[config.mk]
export PLATFORM = sky130hd
export DESIGN_NAME = regfile_wb_sched
export DESIGN_NICKNAME = d
export VERILOG_FILES = /design/src/rtl/regfile_pkg.sv /design/src/rtl/wb_rr_arb.sv /design/src/rtl/regfile_wb_sched.sv
export SDC_FILE = /design/constraint.sdc
export NUM_CORES = 1
export LEC_CHECK = 0
export CORE_MARGIN = 3
export CORE_UTILIZATION = 43
export CTS_BUF_LIST = sky130_fd_sc_hd__clkbuf_8
export CTS_CLUSTER_DIAMETER = 30
export DETAILED_ROUTE_END_ITERATION = 8
export PLACE_DENSITY = 0.86
export REMOVE_ABC_BUFFERS = 1
export SETUP_SLACK_MARGIN = 0.4
export SLEW_MARGIN = 20
export SYNTH_ARGS = -nofsm -noshare
export SYNTH_HDL_FRONTEND = slang
export SYNTH_SLANG_ARGS = --single-unit
[constraint.sdc]
create_clock -name clk -period 3.18 [get_ports clk]
set_input_delay 0.477 -clock clk [delete_from_list [all_inputs] [get_ports clk]]
set_output_delay 0.477 -clock clk [all_outputs]
set_load 0.1 [all_outputs]
[src/rtl/regfile_pkg.sv]
// Shared constants for the register-file writeback scheduler.
// No logic; sizes and requester identifiers only.
// Requester IDs double as bit positions in the arbiter valid/grant vectors.
package regfile_pkg;

  localparam int NUM_REGS   = 16;
  localparam int REG_ADDR_W = 4;

  // Requester identifiers; also the value held by the last_grant flag
  localparam logic REQ_ALU = 1'b0;
  localparam logic REQ_MEM = 1'b1;

endpackage

[src/rtl/wb_rr_arb.sv]
// Two-way round-robin arbiter between ALU and load writeback requests.
// Latency: combinational, zero cycles.
// Backpressure: the loser of a tie sees no grant and must hold its request.
module wb_rr_arb
  import regfile_pkg::*;
(
  input  logic [1:0] valid,
  input  logic       last_grant,
  output logic [1:0] grant
);

  // Single requester always wins; on a tie the one not served last wins
  always_comb begin
    grant = 2'b00;
    unique case (valid)
      2'b01:   grant[0] = 1'b1;
      2'b10:   grant[1] = 1'b1;
      2'b11: begin
        if (last_grant == REQ_MEM) grant[REQ_ALU] = 1'b1;
        else                       grant[REQ_MEM] = 1'b1;
      end
      default: grant = 2'b00;
    endcase
  end

endmodule

[src/rtl/regfile_wb_sched.sv]
// Writeback scheduler: arbitrates ALU/load results onto one register-file write port
// and keeps a per-register pending-write scoreboard for issue hazard detection.
// Latency: 1 cycle from handshake to wb_en; ready is combinational, loser is stalled.
module regfile_wb_sched
  import regfile_pkg::*;
#(
  parameter int BIT_WIDTH = 32
) (
  input  logic                  clk,
  input  logic                  rst_n,
  input  logic                  alu_valid,
  output logic                  alu_ready,
  input  logic [REG_ADDR_W-1:0] alu_dst,
  input  logic [BIT_WIDTH-1:0]  alu_data,
  input  logic                  mem_valid,
  output logic                  mem_ready,
  input  logic [REG_ADDR_W-1:0] mem_dst,
  input  logic [BIT_WIDTH-1:0]  mem_data,
  output logic                  wb_en,
  output logic [REG_ADDR_W-1:0] wb_dst,
  output logic [BIT_WIDTH-1:0]  wb_data,
  input  logic                  issue_valid,
  input  logic [REG_ADDR_W-1:0] issue_dst,
  input  logic [REG_ADDR_W-1:0] src1,
  input  logic [REG_ADDR_W-1:0] src2,
  output logic                  hazard,
  output logic [NUM_REGS-1:0]   busy,
  output logic                  idle
);

  logic [1:0]            req_valid;
  logic [1:0]            grant;
  logic                  last_grant;
  logic                  handshake;
  logic [REG_ADDR_W-1:0] win_dst;
  logic [BIT_WIDTH-1:0]  win_data;
  logic                  issue_acc;
  logic [NUM_REGS-1:0]   busy_nxt;

  assign req_valid[REQ_ALU] = alu_valid;
  assign req_valid[REQ_MEM] = mem_valid;

  wb_rr_arb u_arb (
    .valid      (req_valid),
    .last_grant (last_grant),
    .grant      (grant)
  );

  assign alu_ready = grant[REQ_ALU];
  assign mem_ready = grant[REQ_MEM];
  assign handshake = |grant;

  // Select the winning requester's destination and data
  always_comb begin
    win_dst  = alu_dst;
    win_data = alu_data;
    if (grant[REQ_MEM]) begin
      win_dst  = mem_dst;
      win_data = mem_data;
    end
  end

  // Register the winner; writes to r0 are consumed but never enabled
  always_ff @(posedge clk or negedge rst_n) begin
    if (!rst_n) begin
      wb_en      <= 1'b0;
      wb_dst     <= '0;
      wb_data    <= '0;
      last_grant <= REQ_MEM;
    end else begin
      wb_en <= handshake && (win_dst != '0);
      if (handshake) begin
        wb_dst     <= win_dst;
        wb_data    <= win_data;
        last_grant <= grant[REQ_MEM] ? REQ_MEM : REQ_ALU;
      end
    end
  end

  // Both RAW (sources) and WAW (destination) against pending writes stall issue
  assign hazard    = busy[src1] | busy[src2] | busy[issue_dst];
  assign issue_acc = issue_valid && !hazard;

  // Clear on the actual register-file write, then set on accepted issue so a
  // same-edge set/clear of one register leaves it pending
  always_comb begin
    busy_nxt = busy;
    if (wb_en) busy_nxt[wb_dst] = 1'b0;
    if (issue_acc && (issue_dst != '0)) busy_nxt[issue_dst] = 1'b1;
    busy_nxt[0] = 1'b0;
  end

  // Scoreboard state
  always_ff @(posedge clk or negedge rst_n) begin
    if (!rst_n) busy <= '0;
    else        busy <= busy_nxt;
  end

  assign idle = ~(|busy) & ~wb_en;

endmodule

==> summary.txt, run 1 <==
Routing
  – Pre-antenna DRT Iters: 4
  – Drt initial violations: 173
  – WL/cell: 17.7 µm
  – Vias: 3243
  – DRC Markers: 0
  – Post-detailed-route count of antenna-violating nets: 0
  – Via-to-Cell Ratio: 5.64
  – Post-Route WL: a little over 10 mm

Die
  – Die width: approximately 91 µm
  – Die area: 8360 µm²
  – Initial core utilization: a little under half
  – Total core area: 6940 µm²
  – # IOs: between 100 and 150
  – Chip height: 91.4 µm
  – Row count: 30

Yosys
  – Area contributors post-synth: dfrtp_1 41%, mux2_2 13%, nor2_1 7.9%
  – Adder-cell area share of the yosys netlist: 0%
  – Leading area contributor after synthesis: dfrtp_1
  – Sequential element share of the synthesized area: 42.3%
  – Synth top area share: 41.5%
  – Synthesis-stage register bit count: 53
  – Synth Area in XOR/XNOR: 0%
  – Cell area after synthesis: approximately 3100 µm²
  – Main combinational cell family by area after synthesis: multiplexers
  – Yosys warns: 0
  – Unique masters post-synth: 38
  – Simple-gate portion of the synthesized area: 17.6%
  – Gate count of the mapped netlist: 330
  – Multiplexer area fraction after synthesis: 20.2%
  – Syn avg cell area: between 9 and 10 µm²
  – Post-synthesis compound-gate area fraction: 15.9%

STA
  – Post-Route Skew: 0.0118 ns
  – Final worst slack: 0.254 ns
  – Final min period: around 2.9 ns
  – Final Hold Vio Count: 0
  – Period utilisation layout: 92.0%
  – Final count of negative-setup-slack endpoints: 0
  – Slew Viols, Final: 0
  – Slew HR: 34.1%
  – Fmax: 0.342 GHz
  – Worst Max-Slew Pin Slew: 0.986 ns
  – RSZ-0062 raised after global routing: yes

Clock tree
  – Htree depth: 2
  – CTS Buf Count: 5
  – Clk_lat worst skew: 0.30 ns
  – Clock sinks: 53
  – Clk buf depth: 2
  – CTS root buf: clkbuf_8
  – Reg clk slew, reported paths: 0.10 ns
  – Setup Buffers After CTS: 0
  – CTS tree: yes

Final layout
  – Commonest non-fill, non-tap cell in the layout: clkdlybuf4s50_1
  – Final instance area: about 4800 µm²
  – Final nets: 567
  – Area Overhead vs Synth: 51.9%
  – Share of cells above drive strength 1: 26.9%
  – Antenna diodes: 0
  – Non-Filler Instances: ~580
  – Final Util: 68.6%
  – Commonest cells after routing, fill and taps aside: 84 x clkdlybuf4s50_1, 66 x nor2_1, 64 x buf_4, 52 x dfrtp_1, 36 x mux2_2

Placed design
  – Gp weighted congestion: 0.978
  – DP Wirelength: 7.83 mm
  – Placed Area: 4650 µm²
  – Post-place setup slack: -0.291 ns
  – I/O Buffers: 144
  – Placed Cells: 567

GRT
  – Vias in the first global route: about 3500
  – Pin count of the biggest net entering global routing: 34
  – First-pass GRT wire length: 16.8 mm
  – GRT overflow: 0
  – Initial antenna violation count: 0
  – GRT Total Usage: 24.6%

Critical path
  – Crit end category: output pin
  – Worst reg-to-reg path cell count: 6
  – Worst endpoint required time: 2.70 ns
  – Worst Path Arrival: 2.45 ns
  – Reg2Reg Capture Point: busy[5]
  – Critical path class: primary input to output pin
  – CP Launch Type: primary input
  – FF-to-FF setup slack: 0.74 ns
  – CP max FO: 4
  – Reg2reg start: busy[10]

Power
  – Power, Total: 3890 µW
  – Leakage: 0.00201 µW
  – Pwr Density: 815 nW/µm²
  – Peak supply drop: 0.000345 V

Run
  – Max-cap violation count: 0

Hold path
  – Hold/Removal Path Class: primary input to async pin

Run status
  – Outcome: finished, final reports clean
-- per-stage QoR --
stage	TNS [ns]	hold slack, ns
after global placement	-0.536	0.480
after global routing	0	0.190
after CTS	0	0.182
after floorplan	-0.913	0.181
after detailed placement	-1.04	0.485
final	0	0.166
-- critical path, cell delays in order --
cell and delay (ns):
dlygate4sd2_1 0.24, buf_4 0.15, mux4_2 0.49, nor2b_1 0.13, nor3_1 0.06, or4_4 0.54
a21o_1 0.20, buf_12 0.17
-- cell type report --
class / instances / area (µm²)
clock buffers: 6 / 82.6
clock inverters: 2 / 33.8
fillers: 552 / 2180
inverters: 4 / 15.0
multi-input cells: 250 / 1690
flip-flops and latches: 53 / 1330
well taps: 96 / 120
repair buffers: 164 / 1500
-- synth_stat cells --
cell	count
nand2_1	13
buf_4	1
buf_2	1
a31oi_1	1
clkinv_1	1
nand3b_1	6
a221oi_1	3
dfstp_2	1
a21boi_1	1
conb_1	1
buf_6	2
o22ai_1	35
buf_1	1
a32o_1	1
o41ai_1	7
and4_1	1
nand3_1	6
mux4_2	5
nand2b_1	4
a21o_1	1
or4_1	3
dfrtp_1	52
nor2b_1	5
nor3_1	2
inv_1	3
nor2_1	66
nand4_1	2
nor3b_1	1
or3b_2	3
mux2_2	36
clkbuf_1	18
o21ai_1	2
or2_2	1
mux2_4	1
o21ai_0	24
nor4_1	5
mux2i_1	10
o31ai_1	4
-- per-layer routing --
metal	GRT usage [%]	share of wire, %
met1	28.6	38
met5	0	0
met2	42.3	49
met3	8.95	11
met4	7.16	2.5
-- state kept, by name, summed over array words and instances (netlist names) --
name        count
wb_en           1
busy           15
wb_dst          4
last_grant      1
wb_data        32
-- timing repair --
item,CTS,global route
hold buffers,0,0
gates resized for setup,17,4
pin swaps,3,3
setup endpoints to repair,13,1
-- report_power, final --
| group | switching [µW] | internal, µW |
|---|---|---|
| registers | 209 | 834 |
| logic | 1700 | 672 |
| clock network | 222 | 254 |
-- how the worst max path moves through the flow --
stage / startpoint / end / cells past startpoint
6_report: src2[0] / hazard / 8
5_1_grt: busy[10] / hazard / 6
3_5_place_dp: src2[2] / hazard / 7
3_3_place_gp: src2[2] / hazard / 7
4_1_cts: busy[10] / hazard / 7
2_1_floorplan: busy[10] / hazard / 5
-- kinds of logic after synthesis --
kind of cell           count (synthesis)
AND/OR/NAND/NOR                      118
AO/OA/AOI/OAI                         79
flip-flops                            53
multiplexers                          52
buffers and inverters                 27
other                                  1
Note: power is estimated with default switching activity, not from simulation.
==> inputs of run 2 (changes only) <==
Settings changed: RECOVER_POWER set to 50.
==> run 2 against run 1 <==
The run now ends with capacitance limit, slew limit left. Via count fell by 0.12%. Critical path depth did not move. Final cell count unchanged. Critical endpoint unchanged. Largest cell class unchanged.
==> summary.txt, run 2 (synthesized netlist as in run 1, its figures left out) <==
Final layout
  – Reg with most FFs: wb_data
  – Commonest non-fill, non-tap cell in the layout: clkdlybuf4s50_1
  – Commonest cells after routing, fill and taps aside: 84 x clkdlybuf4s50_1, 66 x nor2_1, 52 x dfrtp_1, 36 x mux2_2
  – Area Overhead vs Synth: 48.4%
  – Top flop regs: wb_data (32), busy (15), wb_dst (4)
  – Antenna diodes: 0 (unchanged)
  – Max reg flops: 32 (unchanged)
  – Share of cells above drive strength 1: 20.7% (-6.3 points)
  – Final nets: 567 (unchanged)
  – Final instance area: 4660 µm² (-2.3%)

Routing
  – WL/cell: 17.5 µm (-0.82%)
  – Vias: 3239 (-0.12%)
  – Post-Route WL: 10.1 mm (-0.82%)
  – Drt initial violations: 172 (-0.58%)
  – DRC Markers: 0 (unchanged)
  – Post-detailed-route count of antenna-violating nets: 0 (unchanged)
  – Via-to-Cell Ratio: 5.63 (-0.12%)
  – Pre-antenna DRT Iters: 4 (unchanged)

Power
  – Power, Total: 3840 µW (-1.2%)
  – Combinational power share: 60.5% (-0.4 points)
  – Psw: 2120 µW (-0.21%)
  – Int Pwr: 1720 µW (-2.5%)
  – Clock power share: 12.4% (+0.2 points)
  – Sequential Power Share: 27.1% (+0.3 points)
  – Pwr Density: 824 nW/µm² (+1.1%)
  – Peak supply drop: 0.000363 V (+5.2%)
  – Switch share: 55.3% (+0.57 points)
  – Leakage: 0.00190 µW (-5.3%)

GRT
  – GRT Total Usage: 24.6% (unchanged)
  – Initial antenna violation count: 0 (unchanged)
  – GRT overflow: 0 (unchanged)
  – Vias in the first global route: 3458 (unchanged)
  – First-pass GRT wire length: 16.8 mm (unchanged)
  – Pin count of the biggest net entering global routing: 34 (unchanged)

Critical path
  – Worst path max stage delay: 0.54 ns (about the same)
  – Critical path, cell by cell: dlygate4sd2_1, buf_4, mux4_2, nor2b_1, nor3_1, or4_4, a21o_1, buf_12
  – Critical path class: primary input to output pin
  – CP Launch Type: primary input
  – CP max FO: 4 (unchanged)
  – Worst Path Arrival: 2.44 ns (about the same)
  – Crit path max-delay cell type: or4_4
  – Worst endpoint required time: 2.70 ns (about the same)
  – Crit end category: output pin

STA
  – Worst Max-Slew Pin Slew: 1.50 ns (+0.516 ns)
  – Post-Route Skew: 0.0126 ns (+0.000745 ns)
  – RSZ-0062 raised after global routing: yes
  – Final count of negative-setup-slack endpoints: 0 (unchanged)
  – Slew Viols, Final: 28 (+28)
  – Fmax: 0.343 GHz (+0.21%)
  – Period utilisation layout: 91.8% (-0.20 points)
  – Slew HR: -0.166% (-34 points)
  – Hold WS: 0.497 ns (+0.332 ns)
  – Final Hold Vio Count: 0 (unchanged)
  – Final min period: 2.92 ns (-0.00621 ns)

Clock tree
  – Clk_lat worst skew: 0.30 ns (about the same)
  – CTS Buf Count: 5 (unchanged)
  – CTS root buf: clkbuf_8
  – Clk buf depth: 2 (unchanged)
  – Clock sinks: 53 (unchanged)
  – Reg clk slew, reported paths: 0.10 ns (about the same)
  – CTS tree: yes
  – Htree depth: 2 (unchanged)

Die
  – Total core area: 6940 µm² (unchanged)
  – Initial core utilization: 45.2% (unchanged)
  – # IOs: 146 (unchanged)
  – Chip height: 91.4 µm (unchanged)
  – Die area: 8360 µm² (unchanged)
  – Row count: 30 (unchanged)
  – Die width: 91.4 µm (unchanged)

Run status
  – Failing checks: capacitance limit, slew limit
  – Outcome: finished with violations

Run
  – Max-cap violation count: 1 (+1)

Placed design
  – Placed Area: 4650 µm² (unchanged)
  – I/O Buffers: 144 (unchanged)
  – DP Wirelength: 7.83 mm (unchanged)
  – Gp weighted congestion: 0.978 (unchanged)

Hold path
  – Hold/Removal Path Class: primary input to async pin
[run 2: cell count changes in the layout (fill, tap and decap cells not counted), sizes merged]
cell    delta
buf       -30
clkbuf    +30
[run 2: layout make-up]
cell class / count / area [µm²]
Clock buffer: 6 / 82.6
Clock inverter: 2 / 33.8
Fill cell: 581 / 2290
Inverter: 4 / 15.0
Multi-Input combinational cell: 250 / 1690
Sequential cell: 53 / 1330
Tap cell: 96 / 120
Timing Repair Buffer: 164 / 1390
[run 2: worst max-delay path: cells and delay by family]
kind / cells / cell delay [ns]
simple gates: 3 / 0.73
buf+inv: 3 / 0.56
mux: 1 / 0.49
compound gates: 1 / 0.20
[run 2: path summary, 6_finish.rpt]
| check | start | slack [ns] | cells after the start | to |
|---|---|---|---|---|
| hold reg to reg | last_grant | 0.50 | 2 | last_grant |
| min in group clk | last_grant | 0.50 | 2 | last_grant |
| setup reg to reg | busy[10] | 0.74 | 6 | busy[5] |
| hold / removal | rst_n | 0.50 | 1 | wb_data[27] |
| max in group asynchronous | rst_n | 0.62 | 2 | busy[6] |
| setup / recovery | src2[0] | 0.26 | 8 | hazard |
[run 2: per-layer routing]
layer / wire, µm / share of wire (%) / up-vias / GRT usage, %
met5: 0 / 0 / - / 0
met4: 189 / 1.9 / 0 / 7.16
met3: 1010 / 10 / 17 / 8.95
met2: 5060 / 50 / 160 / 42.3
met1: 3800 / 38 / 1546 / 28.6
li1: - / - / 1516 / -
[run 2: what timing repair did]
action                                  in CTS  in global routing
pin swaps                                    3                  3
endpoints found under the setup margin      13                  1
resized for setup                           17                  4
buffers inserted                             0                  0
hold buffers                                 0                  0
[run 2: power by group through the flow]
stage / logic, µW / clock network (µW) / registers, µW
2_1_floorplan: 516 / 0 / 2150
3_3_place_gp: 2320 / 0 / 1030
3_5_place_dp: 2360 / 0 / 1050
4_1_cts: 2370 / 483 / 1040
5_1_grt: 2420 / 509 / 1070
6_report: 2320 / 476 / 1040
[run 2: through the flow]
step	worst slack [ns]	utilization (%)	TNS, ns	cells
after global routing	0.137	67.0	0	575
after global placement	-0.263	67.0	-0.536	567
final	0.261	67.0	0	575
after CTS	0.222	68.6	0	575
after floorplan	-0.463	-	-0.913	307
after detailed placement	-0.291	67.0	-1.04	567
